==> src/rtl/mem_access_unit_pkg.sv <==
// Shared definitions for the load/store unit: access sizes and FSM state encoding.
package cpu_defs;

   localparam logic [1:0] SIZE_BYTE = 2'd0;
   localparam logic [1:0] SIZE_HALF = 2'd1;
   localparam logic [1:0] SIZE_WORD = 2'd2;

   typedef enum logic [1:0] {
      IDLE = 2'd0,
      RD   = 2'd1,
      WR   = 2'd2,
      RESP = 2'd3
   } state_t;

endpackage

==> src/rtl/mem_access_unit_if.sv <==
// Core request/response handshake plus the word-memory bus of the load/store unit.
interface mem_access_unit_if;

   logic        req_valid;
   logic        req_ready;
   logic        req_we;
   logic [1:0]  req_size;
   logic        req_signed;
   logic [31:0] req_addr;
   logic [31:0] req_wdata;
   logic [31:0] req_pc;
   logic        resp_valid;
   logic        resp_err;
   logic [31:0] resp_rdata;
   logic        mem_read;
   logic        mem_write;
   logic [31:0] mem_addr;
   logic [31:0] mem_wdata;
   logic [31:0] mem_rdata;
   logic [31:0] mem_pc;

   modport slave (
      input  req_valid, req_we, req_size, req_signed, req_addr, req_wdata, req_pc, mem_rdata,
      output req_ready, resp_valid, resp_err, resp_rdata,
             mem_read, mem_write, mem_addr, mem_wdata, mem_pc
   );

   modport master (
      output req_valid, req_we, req_size, req_signed, req_addr, req_wdata, req_pc, mem_rdata,
      input  req_ready, resp_valid, resp_err, resp_rdata,
             mem_read, mem_write, mem_addr, mem_wdata, mem_pc
   );

endinterface

==> src/rtl/mem_access_unit_lane_align.sv <==
// Little-endian lane handling: extract/extend for loads, lane merge for stores.
module lane_align
   import cpu_defs::*;
(
   input  logic [31:0] rdWord,
   input  logic [31:0] baseWord,
   input  logic [31:0] wdata,
   input  logic [1:0]  offset,
   input  logic [1:0]  size,
   input  logic        isSigned,
   output logic [31:0] loadData,
   output logic [31:0] mergedWord
);

   logic signed [7:0]  byteVal;
   logic signed [15:0] halfVal;

   always_comb begin
      byteVal = rdWord[{offset, 3'b000} +: 8];
      halfVal = rdWord[{offset[1], 4'b0000} +: 16];
      case (size)
         SIZE_BYTE: loadData = isSigned ? 32'(byteVal) : {24'd0, byteVal};
         SIZE_HALF: loadData = isSigned ? 32'(halfVal) : {16'd0, halfVal};
         default:   loadData = rdWord;
      endcase
   end

   // Word stores bypass the merge entirely, so the default is the raw store data.
   always_comb begin
      mergedWord = baseWord;
      case (size)
         SIZE_BYTE: mergedWord[{offset, 3'b000} +: 8]    = wdata[7:0];
         SIZE_HALF: mergedWord[{offset[1], 4'b0000} +: 16] = wdata[15:0];
         default:   mergedWord = wdata;
      endcase
   end

endmodule

==> src/rtl/mem_access_unit.sv <==
// Load/store unit between the MEM stage and a word-organised data memory;
// sub-word stores run as read-modify-write, bad accesses never reach memory.
module mem_access_unit
   import cpu_defs::*;
#(
   parameter int MEM_WORDS   = 1024,
   parameter bit CHECK_RANGE = 1'b1
) (
   input  logic              clk,
   input  logic              reset,
   mem_access_unit_if.slave  bus
);

   localparam logic [32:0] ADDR_LIMIT = 33'(MEM_WORDS) * 33'd4;

   state_t      state, nextState;
   logic        latWe, latSigned, respErr;
   logic [1:0]  latSize;
   logic [31:0] latAddr, latWdata, latPc, mergeWord, respRdata;
   logic [31:0] loadData, mergedWord;
   logic        misaligned, outOfRange, reqBad;

   always_comb begin
      misaligned = (bus.req_size == 2'd3)
                 || (bus.req_size == SIZE_HALF && bus.req_addr[0])
                 || (bus.req_size == SIZE_WORD && bus.req_addr[1:0] != 2'b00);
      outOfRange = CHECK_RANGE && ({1'b0, bus.req_addr} >= ADDR_LIMIT);
      reqBad     = misaligned || outOfRange;
   end

   lane_align uLane (
      .rdWord     (bus.mem_rdata),
      .baseWord   (mergeWord),
      .wdata      (latWdata),
      .offset     (latAddr[1:0]),
      .size       (latSize),
      .isSigned   (latSigned),
      .loadData   (loadData),
      .mergedWord (mergedWord)
   );

   always_comb begin
      nextState = state;
      case (state)
         IDLE: begin
            if (bus.req_valid) begin
               if (reqBad)
                  nextState = RESP;
               else if (bus.req_we && bus.req_size == SIZE_WORD)
                  nextState = WR;
               else
                  nextState = RD;
            end
         end
         RD:      nextState = latWe ? WR : RESP;
         WR:      nextState = RESP;
         RESP:    nextState = IDLE;
         default: nextState = IDLE;
      endcase
   end

   always_ff @(posedge clk or negedge reset) begin
      if (!reset) begin
         state     <= IDLE;
         latWe     <= 1'b0;
         latSigned <= 1'b0;
         latSize   <= 2'd0;
         latAddr   <= 32'd0;
         latWdata  <= 32'd0;
         latPc     <= 32'd0;
         mergeWord <= 32'd0;
         respRdata <= 32'd0;
         respErr   <= 1'b0;
      end else begin
         state <= nextState;
         case (state)
            IDLE: begin
               if (bus.req_valid) begin
                  latWe     <= bus.req_we;
                  latSigned <= bus.req_signed;
                  latSize   <= bus.req_size;
                  latAddr   <= bus.req_addr;
                  latWdata  <= bus.req_wdata;
                  latPc     <= bus.req_pc;
                  if (reqBad) begin
                     respErr   <= 1'b1;
                     respRdata <= 32'd0;
                  end
               end
            end
            RD: begin
               if (latWe) begin
                  mergeWord <= bus.mem_rdata;
               end else begin
                  respRdata <= loadData;
                  respErr   <= 1'b0;
               end
            end
            WR: begin
               respRdata <= 32'd0;
               respErr   <= 1'b0;
            end
            default: ;
         endcase
      end
   end

   // Strobes come from state alone so an async reset kills them at once.
   assign bus.req_ready  = (state == IDLE);
   assign bus.resp_valid = (state == RESP);
   assign bus.resp_err   = respErr;
   assign bus.resp_rdata = respRdata;
   assign bus.mem_read   = (state == RD);
   assign bus.mem_write  = (state == WR);
   assign bus.mem_addr   = (state == RD || state == WR) ? {latAddr[31:2], 2'b00} : 32'd0;
   assign bus.mem_wdata  = (state == WR) ? mergedWord : 32'd0;
   assign bus.mem_pc     = (state == WR) ? latPc : 32'd0;

endmodule

==> src/flat_wrapper.sv <==
// flat-port wrapper written by rule: the top's interface ports become plain ports
module mem_access_unit_flat import cpu_defs::*;
#(
   parameter int MEM_WORDS   = 1024,
   parameter bit CHECK_RANGE = 1'b1
)
  (clk, reset, bus_req_valid, bus_req_we, bus_req_size, bus_req_signed, bus_req_addr, bus_req_wdata, bus_req_pc, bus_mem_rdata, bus_req_ready, bus_resp_valid, bus_resp_err, bus_resp_rdata, bus_mem_read, bus_mem_write, bus_mem_addr, bus_mem_wdata, bus_mem_pc);
  mem_access_unit_if bus_i ();
  input  logic clk;
  input  logic reset;
  input wire logic [$bits(bus_i.req_valid)-1:0] bus_req_valid;
  input wire logic [$bits(bus_i.req_we)-1:0] bus_req_we;
  input wire logic [$bits(bus_i.req_size)-1:0] bus_req_size;
  input wire logic [$bits(bus_i.req_signed)-1:0] bus_req_signed;
  input wire logic [$bits(bus_i.req_addr)-1:0] bus_req_addr;
  input wire logic [$bits(bus_i.req_wdata)-1:0] bus_req_wdata;
  input wire logic [$bits(bus_i.req_pc)-1:0] bus_req_pc;
  input wire logic [$bits(bus_i.mem_rdata)-1:0] bus_mem_rdata;
  output wire logic [$bits(bus_i.req_ready)-1:0] bus_req_ready;
  output wire logic [$bits(bus_i.resp_valid)-1:0] bus_resp_valid;
  output wire logic [$bits(bus_i.resp_err)-1:0] bus_resp_err;
  output wire logic [$bits(bus_i.resp_rdata)-1:0] bus_resp_rdata;
  output wire logic [$bits(bus_i.mem_read)-1:0] bus_mem_read;
  output wire logic [$bits(bus_i.mem_write)-1:0] bus_mem_write;
  output wire logic [$bits(bus_i.mem_addr)-1:0] bus_mem_addr;
  output wire logic [$bits(bus_i.mem_wdata)-1:0] bus_mem_wdata;
  output wire logic [$bits(bus_i.mem_pc)-1:0] bus_mem_pc;
  assign bus_i.req_valid = bus_req_valid;
  assign bus_i.req_we = bus_req_we;
  assign bus_i.req_size = bus_req_size;
  assign bus_i.req_signed = bus_req_signed;
  assign bus_i.req_addr = bus_req_addr;
  assign bus_i.req_wdata = bus_req_wdata;
  assign bus_i.req_pc = bus_req_pc;
  assign bus_i.mem_rdata = bus_mem_rdata;
  assign bus_req_ready = bus_i.req_ready;
  assign bus_resp_valid = bus_i.resp_valid;
  assign bus_resp_err = bus_i.resp_err;
  assign bus_resp_rdata = bus_i.resp_rdata;
  assign bus_mem_read = bus_i.mem_read;
  assign bus_mem_write = bus_i.mem_write;
  assign bus_mem_addr = bus_i.mem_addr;
  assign bus_mem_wdata = bus_i.mem_wdata;
  assign bus_mem_pc = bus_i.mem_pc;
  mem_access_unit #(.MEM_WORDS(MEM_WORDS), .CHECK_RANGE(CHECK_RANGE)) u_core (.clk(clk), .reset(reset), .bus(bus_i));
endmodule
==> config.mk <==
export PLATFORM = sky130hd
export DESIGN_NAME = mem_access_unit_flat
export DESIGN_NICKNAME = d
export VERILOG_FILES = /design/src/rtl/mem_access_unit_pkg.sv /design/src/rtl/mem_access_unit_if.sv /design/src/rtl/mem_access_unit_lane_align.sv /design/src/rtl/mem_access_unit.sv /design/src/flat_wrapper.sv
export SDC_FILE = /design/constraint.sdc
export NUM_CORES = 1
export LEC_CHECK = 0
export BUFFER_PORTS_ARGS = -buffer_cell sky130_fd_sc_hd__buf_4
export CORE_MARGIN = 8
export CORE_UTILIZATION = 29
export DETAILED_ROUTE_END_ITERATION = 12
export GPL_ROUTABILITY_DRIVEN = 0
export SYNTH_ARGS = -nofsm -noshare
export SYNTH_HDL_FRONTEND = slang
export SYNTH_SLANG_ARGS = --single-unit
==> constraint.sdc <==
create_clock -name clk -period 5.15 [get_ports clk]
set_clock_uncertainty 0.05 [all_clocks]
set_input_delay 0.7725 -clock clk [delete_from_list [all_inputs] [get_ports clk]]
set_output_delay 0.7725 -clock clk [all_outputs]
set_load 0.01 [all_outputs]
==> flow_summary.toml <==
[status]
status = "complete, no violations"

[floorplanning]
dieWidth_um = 192
fp.dieH_um = 192
dieArea_mm2 = 0.0368
rows = 64
pin_count = 268
core_area_mm2 = 0.0305
start_util = 0.294

[global_route]
antenna_found_initial = 3
grt_use_total = 0.164
met2_usage = 0.260
grt_pass1_vias = 7590
use_met3 = 0.0601
grt-ovfl-total = 0
grtUsageMet1 = 0.207
grt_max_degree = 86
grt_pass1_wl_mm = 46.1
grt.busiest_layer = "met2"

[logic_synthesis]
synth_edf_count = 0
async_reset_ff_frac = 1.00
ys.warnings.count = 0
synthFlopType = "dfrtp_1"
synth.cell_area_mm2 = 0.00896
synth-seq-cells = 167
syn_area_per_cell_um2 = 11.6
netlist_instances = 770
yosys.cell_types.count = 59
synth_seq_area_share = 0.466

[finish]
final_area_mm2 = 0.0119
final_common_cell = "buf_4"
synthToLayoutAreaGrowth_pct = 32.5
fill_cells = 2990
final_cells = 1410
nNetsFinal = 1143
drive_gt1_frac = 0.464
final_cell_mix = "271 x buf_4, 166 x dfrtp_1, 148 x mux2_2"

[worst_setup_path]
cp_cell_sequence = "inv_1, ha_1, nor4bb_2, a221o_1, a22oi_1, nor2b_1, buf_4"
cp_num_buf_inv = 2
cp_max_fo = 18
cp_slowest_stage_delay_ps = 960
rr_startpoint = "u_core.state[0]$_DFFE_PN0N_"
critPathKind = "flip-flop to output port"
cp-end-kind = "output port"
worst_setup_path_start_kind = "flip-flop"
crit_start = "u_core.latAddr[0]$_DFFE_PN0P_"
cp_top_family = "simple AND/OR/NAND/NOR gates"
rr_worst_depth = 7
crit_required_ps = 4330
cp_slowest_cell = "nor4bb_2"
arrival_ps = 3350
reg2reg_to = "u_core.bus.resp_rdata[1]$_DFFE_PN0P_"
reg2reg_slack_ps = 2120

[place]
place_inst = 1376
placed_cell_area_mm2 = 0.0113
numPortBuffers = 265
hpwl_mm = 22.8

[clocking]
clock-sinks = 167
cts_buffers = 17
ctsLongestPathBuffers = 2
ctsResizeCount = 0
root_buffer = "clkbuf_16"
cts_hold_buf = 0
worstSkewPairLatency_ps = 440
tritoncts = "done"
h-tree-depth = 4
clk_pin_slew_worst_paths_ps = 70
post_cts.repair.setup_buffers = 0

[timing]
slew_headroom = 0.262
rsz0062_at_grt = "no"
finalMaxSlewViolations = 0
fin_setup_tns_ps = 0
fin_crit_sh = 0.810
worst_slew_pin_slew_ps = 1110
hold_viol = 0
fmax_ghz = 0.240
setup_viol = 0
post-route-min-period_ps = 4170

[job]
drv_cap = 0

[route]
wl_mm = 30.9
num_vias = 7361
route.detailed.wl_per_inst_um = 21.9
drt_first_iter_violations = 504
avgViaCountPerCell = 5.22
first_pass_iters = 7
ant_nets = 0
drc = 0

[power_and_ir_drop]
p_per_area_mw_per_mm2 = 674
static-leakage-power_nw = 5.41
ir_drop_mv = 0.314

[min_path]
hp-class = "primary input to asynchronous set/reset pin"
-- worst max-delay path by stage --
stage / to / slack (ps) / cells past startpoint
final: bus_mem_wdata[27] / 980 / 7
after global routing: bus_mem_wdata[24] / 790 / 7
after CTS: bus_mem_wdata[27] / 980 / 7
after detailed placement: bus_mem_wdata[27] / 1470 / 7
after global placement: bus_mem_wdata[25] / 1550 / 7
after floorplan: bus_mem_wdata[31] / 2290 / 8
-- worst reg2reg max path, delay by kind of cell, from the launching register on --
| family | cells | cell delay (ps) |
|---|---|---|
| multiplexers | 1 | 190 |
| AND/OR/NAND/NOR | 2 | 590 |
| adder cells (fa/ha/maj) | 1 | 370 |
| buffers and inverters | 2 | 430 |
| AO/OA/AOI/OAI | 1 | 920 |
| flip-flops | 1 | 420 |
-- cell families after synthesis --
| logic type | synth area share |
|---|---|
| compound gates | 0.146 |
| fa+ha+maj | 0.0126 |
| buf+inv | 0.0392 |
| flops | 0.466 |
| mux | 0.226 |
| other cells | 0.000419 |
| simple gates | 0.109 |
-- through the flow --
stage | total power [mW] | setup WS [ps] | utilization | hold slack, ps
detailed placement | 6.74 | 1470 | 0.369 | 436
floorplan | 5.06 | 2290 | - | 421
finish | 8.01 | 978 | 0.389 | 317
CTS | 8.11 | 984 | 0.389 | 381
global route | 8.55 | 789 | 0.389 | 381
global placement | 6.69 | 1550 | 0.369 | 429
-- layer usage --
layer | vias to the layer above | part of all wire | wire length (um)
met4 | 2 | 0.019 | 585
li1 | 3299 | - | -
met3 | 39 | 0.093 | 2870
met1 | 3704 | 0.42 | 12900
met5 | - | 0.00042 | 13
met2 | 317 | 0.47 | 14600
-- cell usage after synthesis (2+ instances only) --
master       n  share of area
buf_4        7         0.0059
nor2b_1     27          0.019
dfrtp_1    167           0.47
mux2_2     148           0.19
a21oi_1     34          0.019
inv_1       15         0.0063
nand2_1     14         0.0059
nand2b_1     7         0.0049
mux2_1       3         0.0038
a221o_1     16          0.018
a22o_1      32          0.031
mux2i_2      2         0.0031
nor3_1       4         0.0022
buf_1        5         0.0021
ha_1         9          0.013
and2_1      64          0.045
mux2i_1     30          0.034
o221ai_1     8         0.0078
a222oi_1     7         0.0078
a221oi_1     8         0.0078
a22oi_1     17          0.014
clkinv_1     2        0.00084
nor2_1      14         0.0059
nor4bb_1     2         0.0022
a211oi_1     6         0.0050
nand3b_1     8         0.0067
nor4_1       5         0.0035
a2111oi_0    7         0.0068
buf_2        8         0.0045
clkbuf_1    43          0.018
o21ai_0     23          0.013
-- power breakdown --
group,internal [mW],switching [mW]
logic,2.13,2.02
registers,1.97,0.556
clock network,0.747,0.583
-- state kept, by name (all words and copies together), names as in the netlist --
register	cells
u_core.latSigned	1
u_core.latSize	2
u_core.bus.resp_rdata	32
u_core.latWe	1
u_core.latWdata	32
u_core.latPc	32
u_core.latAddr	32
u_core.bus.resp_err	1
u_core.state	2
u_core.mergeWord	32
-- area by class of cell --
class | instances | area (um^2) | area share
clock inverters | 13 | 145 | 0.0122
inverters | 18 | 67.6 | 0.00569
multi-input cells | 522 | 4460 | 0.375
diodes | 2 | 5.00 | 0.000422
clock buffers | 19 | 453 | 0.0382
flip-flops and latches | 167 | 4180 | 0.352
well taps | 396 | 495 | 0.0417
repair buffers | 273 | 2070 | 0.174
(Power assumes the default switching activity.)
